$ cat src/rtl/reg_bank_pkg.sv
// reg_bank_pkg
// Shared definitions for the register bank: clear-sweep FSM state
// encodings and the address-width helper used by the interface and the top.
package reg_bank_pkg;

  // Clear-sweep FSM states, kept as plain constants so older tools and
  // waveform scripts see a fixed 2-bit encoding.
  localparam logic [1:0] ST_IDLE  = 2'd0;
  localparam logic [1:0] ST_SWEEP = 2'd1;
  localparam logic [1:0] ST_DONE  = 2'd2;

  // Address width for a bank of 'depth' entries; never narrower than 1 bit.
  function automatic int addr_w(input int depth);
    return (depth > 1) ? $clog2(depth) : 1;
  endfunction

endpackage

$ cat src/rtl/reg_bank_if.sv
// reg_bank_if
// Bundles the write, read, visibility and clear-sweep signals of reg_bank.
// Ports (slave view, as seen by reg_bank):
//   wr_en, wr_addr, wr_data          write port
//   rd_en, rd_hold, rd_addr, rd_data latched read port
//   vis_oe, vis_addr, vis_data       combinational display port
//   clr_all, busy, clr_done          clear-sweep control/status
interface reg_bank_if
  import reg_bank_pkg::*;
#(
  parameter int WIDTH = 8,
  parameter int DEPTH = 8
);
  localparam int AW = addr_w(DEPTH);

  logic             wr_en;
  logic [AW-1:0]    wr_addr;
  logic [WIDTH-1:0] wr_data;
  logic             rd_en;
  logic             rd_hold;
  logic [AW-1:0]    rd_addr;
  logic [WIDTH-1:0] rd_data;
  logic             vis_oe;
  logic [AW-1:0]    vis_addr;
  logic [WIDTH-1:0] vis_data;
  logic             clr_all;
  logic             busy;
  logic             clr_done;

  modport master (
    output wr_en, wr_addr, wr_data,
    output rd_en, rd_hold, rd_addr,
    output vis_oe, vis_addr,
    output clr_all,
    input  rd_data, vis_data, busy, clr_done
  );

  modport slave (
    input  wr_en, wr_addr, wr_data,
    input  rd_en, rd_hold, rd_addr,
    input  vis_oe, vis_addr,
    input  clr_all,
    output rd_data, vis_data, busy, clr_done
  );

endinterface

$ cat src/rtl/reg_cell.sv
// reg_cell
// One WIDTH-bit storage register with synchronous load enable and
// synchronous clear to RESET_VAL; the multi-bit form of the old set/clear cell.
// Ports:
//   clk  in   clock
//   rst  in   synchronous active-high reset (loads RESET_VAL)
//   clr  in   synchronous clear to RESET_VAL (used by the clear sweep)
//   ld   in   load enable
//   d    in   load data
//   q    out  stored value
module reg_cell
  import reg_bank_pkg::*;
#(
  parameter int               WIDTH     = 8,
  parameter logic [WIDTH-1:0] RESET_VAL = '0
) (
  input  logic             clk,
  input  logic             rst,
  input  logic             clr,
  input  logic             ld,
  input  logic [WIDTH-1:0] d,
  output logic [WIDTH-1:0] q
);

  // Clear outranks load so a sweep can never be undone by a stray write.
  always_ff @(posedge clk) begin
    if (rst || clr) begin
      q <= RESET_VAL;
    end else if (ld) begin
      q <= d;
    end
  end

endmodule

$ cat src/rtl/reg_bank.sv
// reg_bank
// Bank of DEPTH registers of WIDTH bits with one write port, one latched
// read port, an always-on visibility port and a one-entry-per-cycle
// clear-all sweep.
// Ports:
//   clk  in   single rising-edge clock
//   rst  in   synchronous active-high reset, overrides everything
//   bus  slave view of reg_bank_if (write/read/visibility/sweep signals)
module reg_bank
  import reg_bank_pkg::*;
#(
  parameter int               WIDTH     = 8,
  parameter int               DEPTH     = 8,
  parameter logic [WIDTH-1:0] RESET_VAL = '0
) (
  input  logic      clk,
  input  logic      rst,
  reg_bank_if.slave bus
);

  localparam int AW = addr_w(DEPTH);
  localparam logic [AW-1:0] LAST_IDX = AW'(DEPTH - 1);

  logic [1:0]       state;
  logic [AW-1:0]    idx;
  logic             sweeping;
  logic [WIDTH-1:0] mem_q [DEPTH];
  logic [WIDTH-1:0] rd_mux;
  logic [WIDTH-1:0] vis_mux;
  logic [WIDTH-1:0] rd_q;

  assign sweeping     = (state == ST_SWEEP);
  assign bus.busy     = sweeping;
  assign bus.clr_done = (state == ST_DONE);

  // Storage cells. Address decode is by equality per entry, so addresses
  // at or beyond DEPTH simply match no cell and are dropped.
  for (genvar g = 0; g < DEPTH; g++) begin : g_cell
    logic cell_clr;
    logic cell_ld;

    assign cell_clr = sweeping && (idx == AW'(g));
    assign cell_ld  = bus.wr_en && !sweeping && (bus.wr_addr == AW'(g));

    reg_cell #(
      .WIDTH     (WIDTH),
      .RESET_VAL (RESET_VAL)
    ) u_cell (
      .clk (clk),
      .rst (rst),
      .clr (cell_clr),
      .ld  (cell_ld),
      .d   (bus.wr_data),
      .q   (mem_q[g])
    );
  end

  // Read and visibility muxes; an unmatched address yields 0.
  always_comb begin
    rd_mux  = '0;
    vis_mux = '0;
    for (int i = 0; i < DEPTH; i++) begin
      if (bus.rd_addr == AW'(i)) begin
        rd_mux = mem_q[i];
      end
      if (bus.vis_oe && (bus.vis_addr == AW'(i))) begin
        vis_mux = mem_q[i];
      end
    end
  end

  assign bus.vis_data = vis_mux;

  // Read latch. It samples the cell outputs before this edge's write lands,
  // so a same-cycle read of the written address returns the old contents.
  always_ff @(posedge clk) begin
    if (rst) begin
      rd_q <= '0;
    end else if (bus.rd_en && !bus.rd_hold) begin
      rd_q <= rd_mux;
    end
  end

  assign bus.rd_data = rd_q;

  // Clear-sweep sequencer: IDLE waits for clr_all, SWEEP clears entry idx
  // each cycle for DEPTH cycles, DONE flags completion for one cycle.
  // clr_all is only looked at in IDLE, so it cannot restart a sweep.
  always_ff @(posedge clk) begin
    if (rst) begin
      state <= ST_IDLE;
      idx   <= '0;
    end else begin
      case (state)
        ST_IDLE: begin
          if (bus.clr_all) begin
            state <= ST_SWEEP;
            idx   <= '0;
          end
        end
        ST_SWEEP: begin
          if (idx == LAST_IDX) begin
            state <= ST_DONE;
            idx   <= '0;
          end else begin
            idx <= idx + AW'(1);
          end
        end
        ST_DONE: begin
          state <= ST_IDLE;
        end
        default: begin
          state <= ST_IDLE;
          idx   <= '0;
        end
      endcase
    end
  end

endmodule

$ cat src/flat_wrapper.sv
// flat-port wrapper written by rule: the top's interface ports become plain ports
module reg_bank_flat import reg_bank_pkg::*;
#(
  parameter int               WIDTH     = 8,
  parameter int               DEPTH     = 8,
  parameter logic [WIDTH-1:0] RESET_VAL = '0
)
  (clk, rst, bus_wr_en, bus_wr_addr, bus_wr_data, bus_rd_en, bus_rd_hold, bus_rd_addr, bus_vis_oe, bus_vis_addr, bus_clr_all, bus_rd_data, bus_vis_data, bus_busy, bus_clr_done);
  reg_bank_if #(.WIDTH(WIDTH), .DEPTH(DEPTH)) bus_i ();
  input  logic clk;
  input  logic rst;
  input wire logic [$bits(bus_i.wr_en)-1:0] bus_wr_en;
  input wire logic [$bits(bus_i.wr_addr)-1:0] bus_wr_addr;
  input wire logic [$bits(bus_i.wr_data)-1:0] bus_wr_data;
  input wire logic [$bits(bus_i.rd_en)-1:0] bus_rd_en;
  input wire logic [$bits(bus_i.rd_hold)-1:0] bus_rd_hold;
  input wire logic [$bits(bus_i.rd_addr)-1:0] bus_rd_addr;
  input wire logic [$bits(bus_i.vis_oe)-1:0] bus_vis_oe;
  input wire logic [$bits(bus_i.vis_addr)-1:0] bus_vis_addr;
  input wire logic [$bits(bus_i.clr_all)-1:0] bus_clr_all;
  output wire logic [$bits(bus_i.rd_data)-1:0] bus_rd_data;
  output wire logic [$bits(bus_i.vis_data)-1:0] bus_vis_data;
  output wire logic [$bits(bus_i.busy)-1:0] bus_busy;
  output wire logic [$bits(bus_i.clr_done)-1:0] bus_clr_done;
  assign bus_i.wr_en = bus_wr_en;
  assign bus_i.wr_addr = bus_wr_addr;
  assign bus_i.wr_data = bus_wr_data;
  assign bus_i.rd_en = bus_rd_en;
  assign bus_i.rd_hold = bus_rd_hold;
  assign bus_i.rd_addr = bus_rd_addr;
  assign bus_i.vis_oe = bus_vis_oe;
  assign bus_i.vis_addr = bus_vis_addr;
  assign bus_i.clr_all = bus_clr_all;
  assign bus_rd_data = bus_i.rd_data;
  assign bus_vis_data = bus_i.vis_data;
  assign bus_busy = bus_i.busy;
  assign bus_clr_done = bus_i.clr_done;
  reg_bank #(.WIDTH(WIDTH), .DEPTH(DEPTH), .RESET_VAL(RESET_VAL)) u_core (.clk(clk), .rst(rst), .bus(bus_i));
endmodule
$ cat config.mk
export PLATFORM = sky130hd
export DESIGN_NAME = reg_bank_flat
export DESIGN_NICKNAME = d
export VERILOG_FILES = /design/src/rtl/reg_bank_pkg.sv /design/src/rtl/reg_bank_if.sv /design/src/rtl/reg_cell.sv /design/src/rtl/reg_bank.sv /design/src/flat_wrapper.sv
export SDC_FILE = /design/constraint.sdc
export NUM_CORES = 1
export LEC_CHECK = 0
export CAP_MARGIN = 20
export CELL_PAD_IN_SITES_DETAIL_PLACEMENT = 1
export CELL_PAD_IN_SITES_GLOBAL_PLACEMENT = 2
export CORE_UTILIZATION = 33
export CTS_CLUSTER_DIAMETER = 60
export DETAILED_ROUTE_END_ITERATION = 8
export PLACE_DENSITY = 0.76
export SYNTH_ARGS = -nofsm -noshare
export SYNTH_HDL_FRONTEND = slang
export SYNTH_SLANG_ARGS = --single-unit
$ cat constraint.sdc
create_clock -name clk -period 1.6 [get_ports clk]
set_clock_uncertainty 0.2 [all_clocks]
set_input_delay 0.16 -clock clk [delete_from_list [all_inputs] [get_ports clk]]
set_output_delay 0.16 -clock clk [all_outputs]
set_load 0.01 [all_outputs]
**Yosys cells after proc, flatten, opt, wreduce, memory -nomap -nowiden**

Cells that the tools add are included.

- Register bits: 77
- Logic and storage cells: 110

- Add/subtract/negate cells: 1
- Eq/ne operators: 32
- Muxes and demuxes: 22
- Bitwise operators: 1
- Reduce and logical (&&, ||, !) cells: 43

Operators with widths:

| operator | number |
|---|---|
| 8-bit 2-to-1 mux | 16 |
| 3-bit == test (second input constant) | 16 |
| 1-bit logical AND | 26 |
| 3-bit by 2-bit == test with 1-bit output (second input constant) | 8 |
| 3-bit by 1-bit == test with 1-bit output (second input constant) | 4 |
| 3-bit logical NOT | 4 |
| 3-bit case mux with 3 select lines | 1 |
| 1-bit logical OR | 8 |
| 3-bit 2-to-1 mux | 2 |
| 2-bit 2-to-1 mux | 2 |
| 2-bit inequality test (second input constant) | 2 |
| 2-bit case mux with 2 select lines | 1 |
| 2-bit AND reduction | 2 |
| 3-bit by 1-bit adder with 3-bit output (second input constant) | 1 |
| 2-bit by 1-bit == test with 1-bit output (second input constant) | 1 |
| 2-bit == test (second input constant) | 1 |
| 1-bit logical NOT | 2 |
| 2-bit logical NOT | 1 |
| 1-bit inverter | 1 |

**Logic depth before layout (Yosys ltp)**

Gate-level depths: netlist of the first run.

- Word-level depth: 10
- Gate-level depth with buffers: 7
- Mapped depth without buffers: 5

**Cells and area by module**

Synthesis of the first run repeated with hierarchy kept, for this count alone.

- Cell total of the unflattened synthesis: 443
- Area total of the unflattened synthesis: 4,234.1 µm²

Modules (own cells, without submodules):

| module | instances | cells an instance | area an instance (µm²) | seq. area each (µm²) |
|---|---|---|---|---|
| reg_cell | 8 | 27 | 295.3 | 160.2 |
| reg_bank | 1 | 227 | 1,871.8 | 260.2 |

**Least setup slack after synthesis of the first run**

No wires, ideal clock.

- Kind: flip-flop to flip-flop
- Start: reg u_core.state[1]
- End: reg u_core.g_cell[3].u_cell.q[0]
- Setup time: 0.120 ns
- Arrival time: 1.260 ns
- Required time: 1.280 ns
- Slack: 0.020 ns
- Stages on the path, launching flop included: 8
- Cells stage by stage: dfxtp_1 > nand2b_1 > buf_6 > inv_6 > nor4b_4 > buf_6 > mux2i_1 > nor2_1

- Longest elaborated chain between the ends: 4
- Elaborated cells on any way between the ends: 6
- Classes of those cells: eq/ne (1); reduce/logical (5)

Ends and longest elaborated chain:

| element | RTL line | RTL |
|---|---|---|
| start, declared | reg_bank.sv:24 | `logic [1:0] state;` |
| start signal, assigned | reg_bank.sv:91 | `state <= ST_IDLE;` |
| start signal, assigned | reg_bank.sv:97 | `state <= ST_SWEEP;` |
| start signal, assigned | reg_bank.sv:103 | `state <= ST_DONE;` |
| 2-bit by 1-bit == test with 1-bit output * | reg_bank.sv:32 | `assign sweeping = (state == ST_SWEEP);` |
| via bus_busy | flat_wrapper.sv:23 | `output wire logic [$bits(bus_i.busy)-1:0] bus_busy;` |
| 1-bit logical NOT | reg_bank.sv:43 | `assign cell_ld = bus.wr_en && !sweeping && (bus.wr_addr == AW'(g));` |
| 1-bit logical AND (2 in series) | reg_bank.sv:43 |  |
| end signal, assigned | reg_cell.sv:28 | `q <= RESET_VAL;` |
| end signal, assigned | reg_cell.sv:30 | `q <= d;` |
| end, declared | reg_cell.sv:22 | `output logic [WIDTH-1:0] q` |

Mark *: on every way through the listed nets, which the timed path passes. The rest lies on a longest branch.
A chain may end at the register's enable or synchronous reset.

**Final worst setup path of the first run**

- Start: reg u_core.g_cell[0].u_cell.q[6]
- End: out bus_vis_data[6]

- Longest elaborated chain between the ends: 8

Ends and longest elaborated chain:

| element | RTL line | RTL |
|---|---|---|
| start, declared | reg_cell.sv:22 |  |
| start signal, assigned | reg_cell.sv:28 |  |
| start signal, assigned | reg_cell.sv:30 |  |
| 8-bit 2-to-1 mux (8 in series) | reg_bank.sv:66 | `if (bus.vis_oe && (bus.vis_addr == AW'(i))) begin` |
| end, declared | flat_wrapper.sv:22 | `output wire logic [$bits(bus_i.vis_data)-1:0] bus_vis_data;` |

No other way between the ends.

==> results.yml, run 1 <==
critical_path:
  crit_chain: "mux2_4 > mux4_2 > nand4_1 > o21ai_1 > buf_2"
  cp.arrival_ns: 1.71
  cp_top_family: "multiplexers"
  path_class: "flip-flop to output pin"
  ff2ff_path_depth: 6
  ff2ff_setup_slack_ns: 0.02
  r2r_end: "u_core.g_cell[1].u_cell.q[3]"
  critical_path_required_ns: 1.24
  reg2reg_from: "u_core.state[1]"
  slowest_stage: "mux4_2"
  path_buf_inv: 1
  worstSetupStartpointType: "flip-flop"
  crit_path_end_kind: "output pin"
  cp_max_fo: 2
  cpPeakStageDelay_ns: 0.45
layout:
  post-route-util_pct: 50.5
  seq_area_um2: 1560
  nets: 622
  drive_above_1_share_pct: 37.5
  multi_input_area_um2: 2680
  areaGrowthSynthToFinish_pct: 48.3
  fillers: 1433
  antenna_cells: 0
yosys:
  netlist_top_cells_area: "dfxtp_1, mux2i_1, nor2_1, mux4_2, buf_2"
  synth_simple_gate_area_share_pct: 15.6
  synth_xor_xnor_area_share_pct: 0
  synth_commonest_cells: "nor2_1, mux2i_1, dfxtp_1, buf_2, a21oi_1"
  synth_area_um2: 4320
  yosysWarnings: 0
  synth_edf_count: 0
  ys_ff_latch: 77
  seq_area_frac_synth_pct: 35.7
  synth_top_area_cell: "dfxtp_1"
  synth_top_family_by_area: "multiplexers"
  synthCells: 456
  synth_cell_types: 46
  async_reset_ff_share_pct: 0
  syn-mean-instance-area_um2: 9.47
  synthAdderAreaFrac_pct: 1.74
  syn_nets: 486
  yosysMostFrequentCell: "nor2_1"
  synth_compound_area_share_pct: 13.5
  synthMuxAreaShare_pct: 27.2
  synthFlopType: "dfxtp_1"
  netlist.area_leader.share_pct: 35.7
floorplan:
  placement_rows: 41
  start_util_pct: 34.1
  io_pins: 42
  core_um2: 12700
  die_w_um: 116
  die_h_um: 116
  dieArea_um2: 13500
routing:
  finalWirelength_um: 16300
  via_per_inst: 5.31
  drt-initial-drc-count: 195
  drc: 0
  antenna_left: 0
  dr_total_vias: 4081
  drt_pass1_iterations: 4
  wl_per_cell_um: 21.2
timing:
  worst_pin_slew_ns: 0.533
  rsz0062_at_grt: "yes"
  fmax_ghz: 0.483
  finalCriticalPeriod_ns: 2.07
  maxSlewViolCount: 0
  slew_headroom_pct: 64.4
  final_hold_viol_count: 0
  finalSetupViolCount: 8
  layout_setup_ws_ns: -0.469
  finalCritPeriodShare_pct: 129
run_status:
  status: "finished with violations"
  violations: "negative setup slack"
placed_design:
  place_congestion: 0.916
  dp_slack_ns: -0.993
  portBuffers: 41
  hpwl_um: 11400
flow_run:
  maxCapViolCount: 0
power_and_ir_drop:
  power.switching_mw: 1.34
  power_mw: 5.08
  seqPwrFrac_pct: 39.0
  leakagePower_nw: 3.15
  combPwrFrac_pct: 15.9
  pwr-share-clk_pct: 45.1
  p_sw_share_pct: 26.5
  internal_power_mw: 3.73
  powerDensity_nw_per_um2: 793
  irDropWorstVdd_v: 0.000599
global_routing:
  grt_overflow: 0
  grt_start_max_net_pins: 21
  antenna_found_initial: 0
  grt_pass1_wl_um: 24800
  grt_usage_pct: 25.7
  first_global_vias: 4292
clocking:
  clk_latency_ns: 0.36
  cts_tree: "done"
  htreeDepth: 3
  cts_made_buffers: 9
  root_buffer: "clkbuf_16"
  cts.clk_slew.worst_paths_ns: 0.06
  clockBufferDepth: 2
  cts.sinks: 77
worst_hold_path:
  min_to: "u_core.state[0]"
  hp-start: "bus_clr_all"
  hp-class: "primary input to flip-flop"
  worstHoldPathCells: 3
==> layout by cell type (no fill, tap or decap), types with 6 or more instances in the layout <==
cell type / synthesis / final
buf_4: 5 / 97
nor2_1: 86 / 85
mux2i_1: 85 / 81
dfxtp_1: 77 / 60
clkdlybuf4s50_1: 0 / 19
buf_12: 0 / 17
dfxtp_2: 0 / 17
a21oi_1: 16 / 16
nand2_1: 13 / 13
inv_1: 11 / 11
nand2b_1: 11 / 10
clkbuf_16: 0 / 9
mux2_4: 5 / 8
a2bb2oi_2: 0 / 8
buf_2: 19 / 8
nand3_1: 7 / 7
mux4_2: 7 / 7
a22o_1: 7 / 7
a31oi_1: 7 / 7
a21o_1: 6 / 6
dlymetal6s2s_1: 0 / 6
buf_6: 5 / 6
==> worst max-delay path by stage <==
stage / from / end / slack [ns] / cells past startpoint
after CTS: u_core.g_cell[0].u_cell.q[6] / bus_vis_data[6] / -0.47 / 5
after global placement: bus_vis_addr[1] / bus_vis_data[6] / -1.00 / 7
after global routing: u_core.g_cell[0].u_cell.q[6] / bus_vis_data[6] / -0.51 / 5
final: u_core.g_cell[0].u_cell.q[6] / bus_vis_data[6] / -0.47 / 5
after floorplan: u_core.state[1] / u_core.g_cell[3].u_cell.q[0] / 0.02 / 7
after detailed placement: bus_vis_addr[1] / bus_vis_data[6] / -0.99 / 7
==> sequential cells by signal, summed over array words and instances (netlist names) <==
register,count
u_core.state,2
u_core.idx,3
u_core.g_cell.u_cell.q,64
u_core.bus.rd_data,8
==> power groups by stage <==
stage / clock (mW) / combinational, mW / sequential (mW)
finish: 2.29 / 0.806 / 1.98
detailed placement: 0 / 0.731 / 2.02
global route: 2.38 / 0.857 / 1.98
global placement: 0 / 0.715 / 2.02
floorplan: 0 / 0.358 / 2.02
CTS: 2.31 / 0.780 / 1.98
==> layout make-up <==
cell class,count,area share [%]
clock buffer,9,3.52
clock inverter,7,1.52
inverter,12,0.782
multi-input combinational,329,41.8
sequential,77,24.4
tap,172,3.36
timing repair buffer,163,24.6
==> worst min-delay path, cell delays in order <==
cell,delay (ns)
clkdlybuf4s50_1,0.42
nor2_1,0.10
a2111oi_1,0.05
==> cell families (layout without fill, tap and decap cells) <==
logic type,Yosys count,count (layout)
buf+inv,50,191
fa+ha+maj,6,6
flops,77,77
compound gates,78,78
mux,105,105
simple gates,140,140
==> stage by stage <==
step / setup TNS, ns / cell area, µm² / hold slack, ns / instances
floorplan: 0 / 4320 / 0.133 / 456
global placement: -20.46 / 5800 / 0.236 / 746
detailed placement: -23.94 / 5800 / 0.242 / 746
CTS: -2.35 / 6280 / 0.236 / 768
global route: -2.89 / 6400 / 0.266 / 769
finish: -2.34 / 6400 / 0.222 / 769
==> repair_timing <==
action | 4_1_cts | 5_1_grt
buffers inserted | 4 | 1
resized for setup | 78 | 43
endpoints found under the setup margin | 84 | 56
hold buffers | 0 | 0
pin swaps | 12 | 9
cloned | 2 | 0
==> metal layers <==
layer / up-vias / share of wire (%) / global-route usage, %
li1: 1916 / - / -
met1: 2058 / 46 / 33.8
met2: 76 / 47 / 40.8
met3: 31 / 4.3 / 4.10
met4: 0 / 3.1 / 13.0
met5: - / 0 / 0
Power figures use the tool's default switching activity.
==> run 2, diff against run 1 <==
CORE_ASPECT_RATIO = 0.75   (was default)
==> results.yml, run 2 (synthesis results as in run 1) <==
layout:
  nets: 620
  top_register: "u_core.g_cell.u_cell.q"
  mostFrequentLayoutCell: "nor2_1"
  seq_area_um2: 1570
  mostFrequentLayoutCells: "nor2_1, buf_4, mux2i_1"
  antenna_cells: 0
  areaGrowthSynthToFinish_pct: 49.1
  drive_above_1_share_pct: 37.3
  largest_reg_flops: 64
  multi_input_area_um2: 2670
  fillers: 1413
  stdcell_count: 759
  final_area_um2: 6430
floorplan:
  dieArea_um2: 13500
  die_h_um: 101
  start_util_pct: 34.5
  core_um2: 12500
  die_w_um: 134
  placement_rows: 35
  io_pins: 42
flow_run:
  maxCapViolCount: 0
global_routing:
  grt_overflow: 0
  grt_pass1_wl_um: 25900
  grt_start_max_net_pins: 32
  grt_usage_pct: 26.0
  first_global_vias: 4228
  antenna_found_initial: 0
run_status:
  violations: "negative setup slack"
  status: "finished with violations"
timing:
  finalSetupViolCount: 9
  maxSlewViolCount: 0
  holdWs_ns: 0.254
  finalSetupTns_ns: -2.34
  finalCritPeriodShare_pct: 126
  rsz0062_at_grt: "yes"
  worst_pin_slew_ns: 0.480
  fmax_ghz: 0.497
  layout_setup_ws_ns: -0.412
  slew_headroom_pct: 67.9
  final_hold_viol_count: 0
  finalCriticalPeriod_ns: 2.01
clocking:
  clk_latency_ns: 0.34
  cts.sinks: 77
  cts.clk_slew.worst_paths_ns: 0.06
  cts_tree: "done"
  clockBufferDepth: 2
  htreeDepth: 3
  root_buffer: "clkbuf_16"
  cts_made_buffers: 9
routing:
  antenna_left: 0
  drc: 0
  drt_pass1_iterations: 5
  dr_total_vias: 4115
  wl_per_cell_um: 22.1
  via_per_inst: 5.42
  finalWirelength_um: 16800
  drt-initial-drc-count: 267
power_and_ir_drop:
  irDropWorstVdd_v: 0.000507
  leakagePower_nw: 3.16
  powerDensity_nw_per_um2: 803
critical_path:
  worstSetupStartpointType: "flip-flop"
  crit_path_end_kind: "output pin"
  cp.arrival_ns: 1.65
  critical_path_required_ns: 1.24
  cp_max_fo: 2
  path_class: "flip-flop to output pin"
placed_design:
  place_congestion: 0.896
  hpwl_um: 11800
  placed_area_um2: 5770
  dp.cells: 737
  dp_slack_ns: -1.01
  portBuffers: 41
worst_hold_path:
  hp-class: "flip-flop to flip-flop"
[run 2: where the power goes]
group          internal, mW  switching [mW]  leakage, nW
clock network          1.55           0.822        0.161
registers              1.95          0.0285        0.633
logic                 0.403           0.411         2.37
[run 2: per-layer routing]
| metal | share of wire, % | vias to the layer above | global-route usage (%) | routed length [µm] |
|---|---|---|---|---|
| met5 | 0 | - | 0 | 0 |
| met4 | 0.95 | 0 | 4.93 | 159 |
| met3 | 5.1 | 14 | 5.73 | 852 |
| met2 | 44 | 100 | 39.7 | 7350 |
| met1 | 50 | 2097 | 37.5 | 8440 |
| li1 | - | 1904 | - | - |
[run 2: timing repair]
item,CTS,global route
setup buffers,5,3
gates cloned,1,1
hold buffers,0,0
pin swaps,25,9
gates resized for setup,98,33
endpoints found under the setup margin,82,59
[run 2: final timing paths]
path                                     start                     to  slack (ns)  cells past startpoint
hold / removal           u_core.bus.rd_data[6]  u_core.bus.rd_data[6]        0.25                      2
setup / recovery  u_core.g_cell[0].u_cell.q[6]        bus_vis_data[6]       -0.41                      5
hold reg to reg          u_core.bus.rd_data[6]  u_core.bus.rd_data[6]        0.25                      2
setup reg to reg  u_core.g_cell[0].u_cell.q[1]  u_core.bus.rd_data[1]           0                      5
[run 2: metrics by stage]
stage | utilization, % | power (mW)
CTS | 50.3 | 5.16
floorplan | - | 2.38
global placement | 46.0 | 2.72
detailed placement | 46.0 | 2.74
finish | 51.4 | 5.17
global route | 51.4 | 5.33
[run 2: area by class of cell]
cell class | instances | area share, %
Multi-Input combinational cell | 329 | 41.5
Timing Repair Buffer | 161 | 24.8
Sequential cell | 77 | 24.4
Clock buffer | 10 | 3.71
Tap cell | 166 | 3.23
Clock inverter | 4 | 1.52
Inverter | 12 | 0.836
[run 2: critical path, cell delays in order, from the launching register on]
cell and delay (ns):
dfxtp_2 0.32, mux2_4 0.26, mux4_2 0.45, nand4_1 0.08, o21ai_1 0.07, buf_2 0.14
